### config.mk
export PLATFORM = sky130hd
export DESIGN_NAME = iter_signed_mult
export DESIGN_NICKNAME = d
export VERILOG_FILES = /design/src/rtl/iter_signed_mult.sv
export SDC_FILE = /design/constraint.sdc
export NUM_CORES = 1
export LEC_CHECK = 0
export CAP_MARGIN = 20
export CORE_ASPECT_RATIO = 1.4
export CORE_UTILIZATION = 50
export CTS_CLUSTER_DIAMETER = 50
export CTS_CLUSTER_SIZE = 20
export DETAILED_ROUTE_END_ITERATION = 6
export PLACE_DENSITY_LB_ADDON = 0.3
export SYNTH_ARGS = -nofsm -noshare
export SYNTH_HDL_FRONTEND = slang
export SYNTH_SLANG_ARGS = --single-unit
### constraint.sdc
create_clock -name clk -period 3.4 [get_ports clk]
set_input_delay 0.51 -clock clk [delete_from_list [all_inputs] [get_ports clk]]
set_output_delay 0.51 -clock clk [all_outputs]
set_load 0.01 [all_outputs]
### src/rtl/iter_signed_mult.sv
// Radix-2 shift-add WIDTH x WIDTH multiplier with per-operand signedness and valid/ready handshakes.
// Define MUL_APPROX_EN to zero the low APPROX_COLS columns of every partial product.
module iter_signed_mult #(
  parameter int WIDTH       = 8,
  parameter int APPROX_COLS = 0
) (
  input  logic                 clk,
  input  logic                 rst,
  input  logic                 in_valid,
  output logic                 in_ready,
  input  logic [WIDTH-1:0]     a,
  input  logic [WIDTH-1:0]     b,
  input  logic                 a_signed,
  input  logic                 b_signed,
  output logic                 out_valid,
  input  logic                 out_ready,
  output logic [2*WIDTH-1:0]   result,
  output logic                 busy
);

  localparam int ACC_W = 2*WIDTH + 2;
  localparam int CNT_W = $clog2(WIDTH + 1);

  if (WIDTH < 4 || WIDTH > 32) begin : g_bad_width
    $error("iter_signed_mult: WIDTH must be in 4..32");
  end
  if (APPROX_COLS < 0 || APPROX_COLS > 2*WIDTH) begin : g_bad_cols
    $error("iter_signed_mult: APPROX_COLS must be in 0..2*WIDTH");
  end

  typedef enum logic [1:0] {IDLE, CALC, DONE} state_t;

  state_t                  state, state_nxt;
  logic signed [ACC_W-1:0] acc_p0;
  logic signed [ACC_W-1:0] a_sh_p0;
  logic        [WIDTH:0]   b_sh_p0;
  logic        [CNT_W-1:0] cnt_p0;
  logic signed [ACC_W-1:0] pp;
  logic signed [ACC_W-1:0] acc_nxt;
  logic signed [WIDTH:0]   a_ext;
  logic        [WIDTH:0]   b_ext;
  logic                    last;

  // Approximate mode clears the low columns of a partial product; exact build passes it through.
  function automatic logic signed [ACC_W-1:0] approx_mask(input logic signed [ACC_W-1:0] v);
    logic signed [ACC_W-1:0] m;
    m = v;
`ifdef MUL_APPROX_EN
    for (int i = 0; i < ACC_W; i++) begin
      if (i < APPROX_COLS) m[i] = 1'b0;
    end
`endif
    return m;
  endfunction

  assign a_ext = {a_signed & a[WIDTH-1], a};
  assign b_ext = {b_signed & b[WIDTH-1], b};

  // The multiplicand is pre-shifted each cycle, so the current row is always a_sh_p0.
  assign last    = (cnt_p0 == CNT_W'(WIDTH));
  assign pp      = b_sh_p0[0] ? approx_mask(a_sh_p0) : '0;
  assign acc_nxt = last ? (acc_p0 - pp) : (acc_p0 + pp);

  assign in_ready  = (state == IDLE);
  assign out_valid = (state == DONE);
  assign busy      = (state != IDLE);

  always_comb begin
    state_nxt = state;
    case (state)
      IDLE:    if (in_valid) state_nxt = CALC;
      CALC:    if (last)     state_nxt = DONE;
      DONE:    if (out_ready) state_nxt = IDLE;
      default: state_nxt = IDLE;
    endcase
  end

  always_ff @(posedge clk) begin
    if (rst) state <= IDLE;
    else     state <= state_nxt;
  end

  // p0: operand latch on accept, then one multiplier bit per CALC edge; the last row is the sign row.
  always_ff @(posedge clk) begin
    if (rst) begin
      acc_p0  <= '0;
      a_sh_p0 <= '0;
      b_sh_p0 <= '0;
      cnt_p0  <= '0;
      result  <= '0;
    end else begin
      case (state)
        IDLE: begin
          if (in_valid) begin
            a_sh_p0 <= {{(ACC_W-WIDTH-1){a_ext[WIDTH]}}, a_ext};
            b_sh_p0 <= b_ext;
            acc_p0  <= '0;
            cnt_p0  <= '0;
          end
        end
        CALC: begin
          acc_p0  <= acc_nxt;
          a_sh_p0 <= a_sh_p0 <<< 1;
          b_sh_p0 <= b_sh_p0 >> 1;
          cnt_p0  <= cnt_p0 + 1'b1;
          if (last) result <= acc_nxt[2*WIDTH-1:0];
        end
        default: ;
      endcase
    end
  end

endmodule
* Word-level counts from Yosys, hierarchy flattened
Cells that the tools add are included.
Cells by class: $add $sub $neg 3, multiply operators 0, div/mod/pow operators 0, order comparisons 0, equal/unequal tests 6, shift-type cells 0, muxes and demuxes 14, bitwise operators 2, reduce and logical (&&, ||, !) cells 6
Operators by type and width (count):
- two-way mux 18 bit | 4
- one-hot mux 18 bit (2 select lines) | 2
- adder 18 bit | 1
- one-hot mux 9 bit (2 select lines) | 1
- subtractor 18 bit | 1
- two-way mux 9 bit | 1
- one-hot mux 4 bit (2 select lines) | 1
- two-way mux 2 bit | 3
- one-hot mux 2 bit (3 select lines) | 1
- adder 4 x 1 -> 4 bit (second input constant) | 1
- == test 4 bit (second input constant) | 1
- two-way mux 4 bit | 1
- != test 2 bit (second input constant) | 2
- AND reduction 2 bit | 2
- nonzero test 2 bit | 2
- AND reduction 3 bit | 1
- AND 1 bit | 2
- == test 2 x 1 -> 1 bit (second input constant) | 1
- == test 2 bit (second input constant) | 1
- zero test 2 bit | 1
- != test 2 x 1 -> 1 bit (second input constant) | 1
Storage, ports and cells: register bits 67, latch bits 0, bits in writable memories 0, ROM bits 0, bits of input ports 22, output and inout port bits 19, word-level logic and storage cells 37, memories kept 0

* Longest topological paths before layout
depth after elaboration 4, depth in mapped cells 17, mapped depth without buffers 15

* Least setup slack after synthesis
OpenSTA, ideal clock, no wires.
kind register -> register, start point register b_sh_p0[0], end point register result[15], setup time 0.086 ns, arrival 3.423 ns, data required time 3.314 ns, setup slack -0.109 ns, cell stages (with the launch flop) 18, path buffers 3, clock period less this slack 3.509 ns, cells stage by stage dfxtp_1 -> clkbuf_1 -> clkbuf_1 -> clkbuf_1 -> nand2_1 -> ha_1 -> and2_1 -> nand2_1 -> a21oi_1 -> nor2_1 -> xor2_1 -> ha_1 -> a21o_1 -> a221o_1 -> a21oi_1 -> o21ai_2 -> xnor2_1 -> a211oi_1
On the way: cells in the longest elaborated chain, start to end 3, elaborated cells between the ends (all ways) 4, classes of those cells 2 x add/sub; 2 x mux
RTL lines:
- start: declaration | line 36 | logic [WIDTH:0] b_sh_p0;
- start signal: assignment | line 96 | b_sh_p0 <= b_ext;
- start signal: assignment | line 104 | b_sh_p0 <= b_sh_p0 >> 1;
- two-way mux 18 bit * | line 61 | assign pp = b_sh_p0[0] ? approx_mask(a_sh_p0) : '0;
- adder 18 bit / subtractor 18 bit (equally long branches) | line 62 | assign acc_nxt = last ? (acc_p0 - pp) : (acc_p0 + pp);
- two-way mux 18 bit * | line 62
- end signal: assignment | line 106 | if (last) result <= acc_nxt[2*WIDTH-1:0];
- end: declaration | line 17 | output logic [2*WIDTH-1:0] result,
Mark *: on every way between the ends. The rest lies on a longest branch, timed or not. A chain may end at the register's enable or synchronous reset.

* Worst setup path in the final report
start point register a_sh_p0[4], end point register result[14]
On the way: cells in the longest elaborated chain, start to end 3, elaborated cells between the ends (all ways) 4, classes of those cells 2 x add/sub; 2 x mux
RTL lines:
- start: declaration | line 35 | logic signed [ACC_W-1:0] a_sh_p0;
- start signal: assignment | line 95 | a_sh_p0 <= {{(ACC_W-WIDTH-1){a_ext[WIDTH]}}, a_ext};
- start signal: assignment | line 103 | a_sh_p0 <= a_sh_p0 <<< 1;
- two-way mux 18 bit * | line 61
- adder 18 bit / subtractor 18 bit (equally long branches) | line 62
- two-way mux 18 bit * | line 62
Marked as above.

==> reports/results.txt <==
routed vias/inst -> 5.49
Mapped Area -> 3740 um2
global-route wire length before repair -> 14.2 mm
count of synthesis-stage warnings from yosys -> 0
worst relative slew slack -> 51.2%
Leakage Power -> 1.78 nW
post-layout min period -> 3240 ps
setup slack of the critical path after layout -> 159 ps
peak ir drop on the vdd network -> 321 uV
worst setup path class -> register to register
number of placement rows -> 36
Mapped Nets -> 535
outcome -> completed
power density relative to cell area -> 560 nW/um2
Fin. Hold Viols -> 0
nature of the critical path endpoint -> register
deepest level of the CTS H-tree -> 3
number of global-route vias before repair -> 3278
number of diodes -> 0
I/O pin count -> 41
clock buffer count from CTS -> 9
total congestion overflow after global routing -> 0
Hold Path Class -> register to register
starting density of the core -> 52.8%
signed area change from the synthesized netlist to the final layout -> 21.9%
maximum number of pins on one net before global-route repair -> 47
TritonCTS sink count -> 63
number of antenna violations at the first check in global routing -> 0
overall die height -> 104 um
top flip-flop cell by instance count after synthesis -> sky130_fd_sc_hd__dfxtp_1
clock insertion delay at the later pin of the skew report -> 350 ps
layout cells sized above 1 -> 10.2%
worst r2r path cells -> 11
first-pass detailed-route iteration total -> 4
TritonCTS clock tree -> built
kind of start point of the critical path -> register
number of distinct library cell variants in the gate-level netlist after synthesis -> 52
floorplan core area -> 7070 um2
skew final -> 8.78 ps
Post-Route WL -> 8.29 mm
total number of nets in the final design -> 574
maximum clock frequency -> 309 MHz
PortBufs -> 40
number of instances in the synthesized netlist -> 494
setup TNS after final layout -> 0 ps
overall die width -> 75.1 um
worst slew pin tran -> 732 ps
arrival time reported for the critical path endpoint -> 3470 ps
cell area after placement -> 4280 um2
Via Count -> 3473
number of fill cells in the layout -> 641
Post-CTS Repair Setup Buffers -> 0
final number of setup-violating endpoints -> 0
WL/cell -> 13.1 um
Synth Register Bits -> 63
worst path required time -> 3630 ps
half-perimeter wire length after placement -> 6.02 mm
period utilisation layout -> 95.3%
worst-case setup slack after placement -> -7.22 ps
number of flops mapped to enable cells by yosys -> 0
DRT antenna net count -> 0
CTS Buffer Depth -> 2
number of pins exceeding their max-slew limit in the final report -> 0
Synth async-reset ratio -> 0%
master cell of the clock root buffer -> sky130_fd_sc_hd__clkbuf_8
hold bufs inserted after CTS -> 0
Post-route DRC -> 0
clk slew on worst S/H paths -> 70 ps
reported max-cap violation count -> 0
biggest fanout along the worst timing path -> 4
final weighted congestion of routability-driven global placement -> 0.855
area of the die -> 7830 um2
DRT iter0 DRCs -> 136
mean instance size in the synthesized netlist -> 7.56 um2
overall routing resource usage -> 23.1%
final instance area -> 4560 um2
share of synthesized area occupied by flip-flops and latches -> 33.8%
cell depth of the worst hold path -> 2
routing by layer:
layer | track usage (%) | vias up | wire [um] | share of wire [%]
li1 | - | 1811 | - | -
met1 | 26.8 | 1586 | 3650 | 44
met2 | 39.3 | 62 | 4190 | 51
met3 | 4.46 | 14 | 255 | 3.1
met4 | 11.1 | 0 | 184 | 2.2
met5 | 0 | - | 0 | 0
flip-flops by register name (all words and copies together), names as in the netlist:
signal,cells
a_sh_p0,16
acc_p0,16
result,16
b_sh_p0,9
cnt_p0,4
state,2
critical path, cell delays in order, from the launching register on:
cell                       delay [ps]
sky130_fd_sc_hd__dfxtp_1          310
sky130_fd_sc_hd__or4_4            570
sky130_fd_sc_hd__nor4_4           180
sky130_fd_sc_hd__or3b_4           440
sky130_fd_sc_hd__nand2_4           80
sky130_fd_sc_hd__xnor2_2          100
sky130_fd_sc_hd__nand2_2           90
sky130_fd_sc_hd__ha_4             250
sky130_fd_sc_hd__and3_4           180
sky130_fd_sc_hd__a221o_1          350
sky130_fd_sc_hd__a31o_2           260
sky130_fd_sc_hd__o311ai_0         320
area by class of cell:
| class | instances | area [um2] | share of cell area (%) |
|---|---|---|---|
| repair buffers | 59 | 538 | 11.8 |
| inverters | 9 | 33.8 | 0.742 |
| well taps | 95 | 119 | 2.61 |
| clock buffers | 13 | 159 | 3.49 |
| multi-input cells | 391 | 2380 | 52.2 |
| clock inverters | 3 | 65.1 | 1.43 |
| flip-flops and latches | 63 | 1260 | 27.7 |
cell usage in the layout, fill, tap and decap left out, types with 4 or more instances in the layout:
master,synthesis,routed
sky130_fd_sc_hd__nor2_1,89,88
sky130_fd_sc_hd__dfxtp_1,63,63
sky130_fd_sc_hd__nand2_1,53,51
sky130_fd_sc_hd__a21oi_1,45,44
sky130_fd_sc_hd__clkdlybuf4s50_1,0,39
sky130_fd_sc_hd__nor3_1,24,24
sky130_fd_sc_hd__a22oi_1,21,21
sky130_fd_sc_hd__nor2b_1,21,21
sky130_fd_sc_hd__buf_4,0,19
sky130_fd_sc_hd__ha_1,18,17
sky130_fd_sc_hd__xnor2_1,12,11
sky130_fd_sc_hd__clkbuf_8,0,11
sky130_fd_sc_hd__nand3b_1,10,10
sky130_fd_sc_hd__o21ai_0,11,10
sky130_fd_sc_hd__inv_1,9,9
sky130_fd_sc_hd__xor2_1,8,8
sky130_fd_sc_hd__a21o_1,8,8
sky130_fd_sc_hd__a211oi_1,7,7
sky130_fd_sc_hd__nand2b_1,5,5
sky130_fd_sc_hd__nand3_1,4,4
sky130_fd_sc_hd__o211ai_1,4,4
worst paths after layout:
kind                                 start         end  slack [ps]
worst min-delay path            result[11]  result[11]         450
worst min register to register  result[11]  result[11]         450
worst max-delay path            a_sh_p0[4]  result[14]         160
worst max register to register  a_sh_p0[4]  result[14]         160
cells in the mapped netlist, types with 9 or more instances:
cell type,n,area (um2)
sky130_fd_sc_hd__o21ai_0,11,55.1
sky130_fd_sc_hd__ha_1,18,225
sky130_fd_sc_hd__nand2_1,53,199
sky130_fd_sc_hd__inv_1,9,33.8
sky130_fd_sc_hd__nand3b_1,10,75.1
sky130_fd_sc_hd__xnor2_1,12,105
sky130_fd_sc_hd__nor2b_1,21,131
sky130_fd_sc_hd__nor2_1,89,334
sky130_fd_sc_hd__a22oi_1,21,158
sky130_fd_sc_hd__dfxtp_1,63,1260
sky130_fd_sc_hd__nor3_1,24,120
sky130_fd_sc_hd__clkbuf_1,28,105
sky130_fd_sc_hd__a21oi_1,45,225
metrics by stage:
stage | instances | total power, W | utilization, % | hold slack, ps
floorplan | 494 | 0.00157 | - | 432
global placement | 617 | 0.00176 | 60.5 | 442
detailed placement | 617 | 0.00180 | 60.5 | 447
CTS | 633 | 0.00254 | 63.7 | 456
global route | 633 | 0.00271 | 64.4 | 472
finish | 633 | 0.00255 | 64.4 | 452
where the power goes:
part | total (W) | switching [W] | internal, W
logic | 0.000958 | 0.000509 | 0.000450
clock network | 0.000737 | 0.000285 | 0.000452
registers | 0.000855 | 0.0000549 | 0.000800
cell families (layout without fill, tap and decap cells):
logic type,count (synthesis),count (layout),synth area share (%)
multiplexers,3,3,0.837
adder cells (fa/ha/maj),19,19,6.56
AND/OR/NAND/NOR,226,226,28.6
XOR/XNOR,20,20,4.69
AO/OA/AOI/OAI,123,123,21.5
flip-flops,63,63,33.8
buffers and inverters,40,84,4.05
what timing repair did:
action,CTS,global route
gates resized for setup,3,10
endpoints found under the setup margin,1,6
pin swaps,0,8
(Power assumes the default switching activity.)
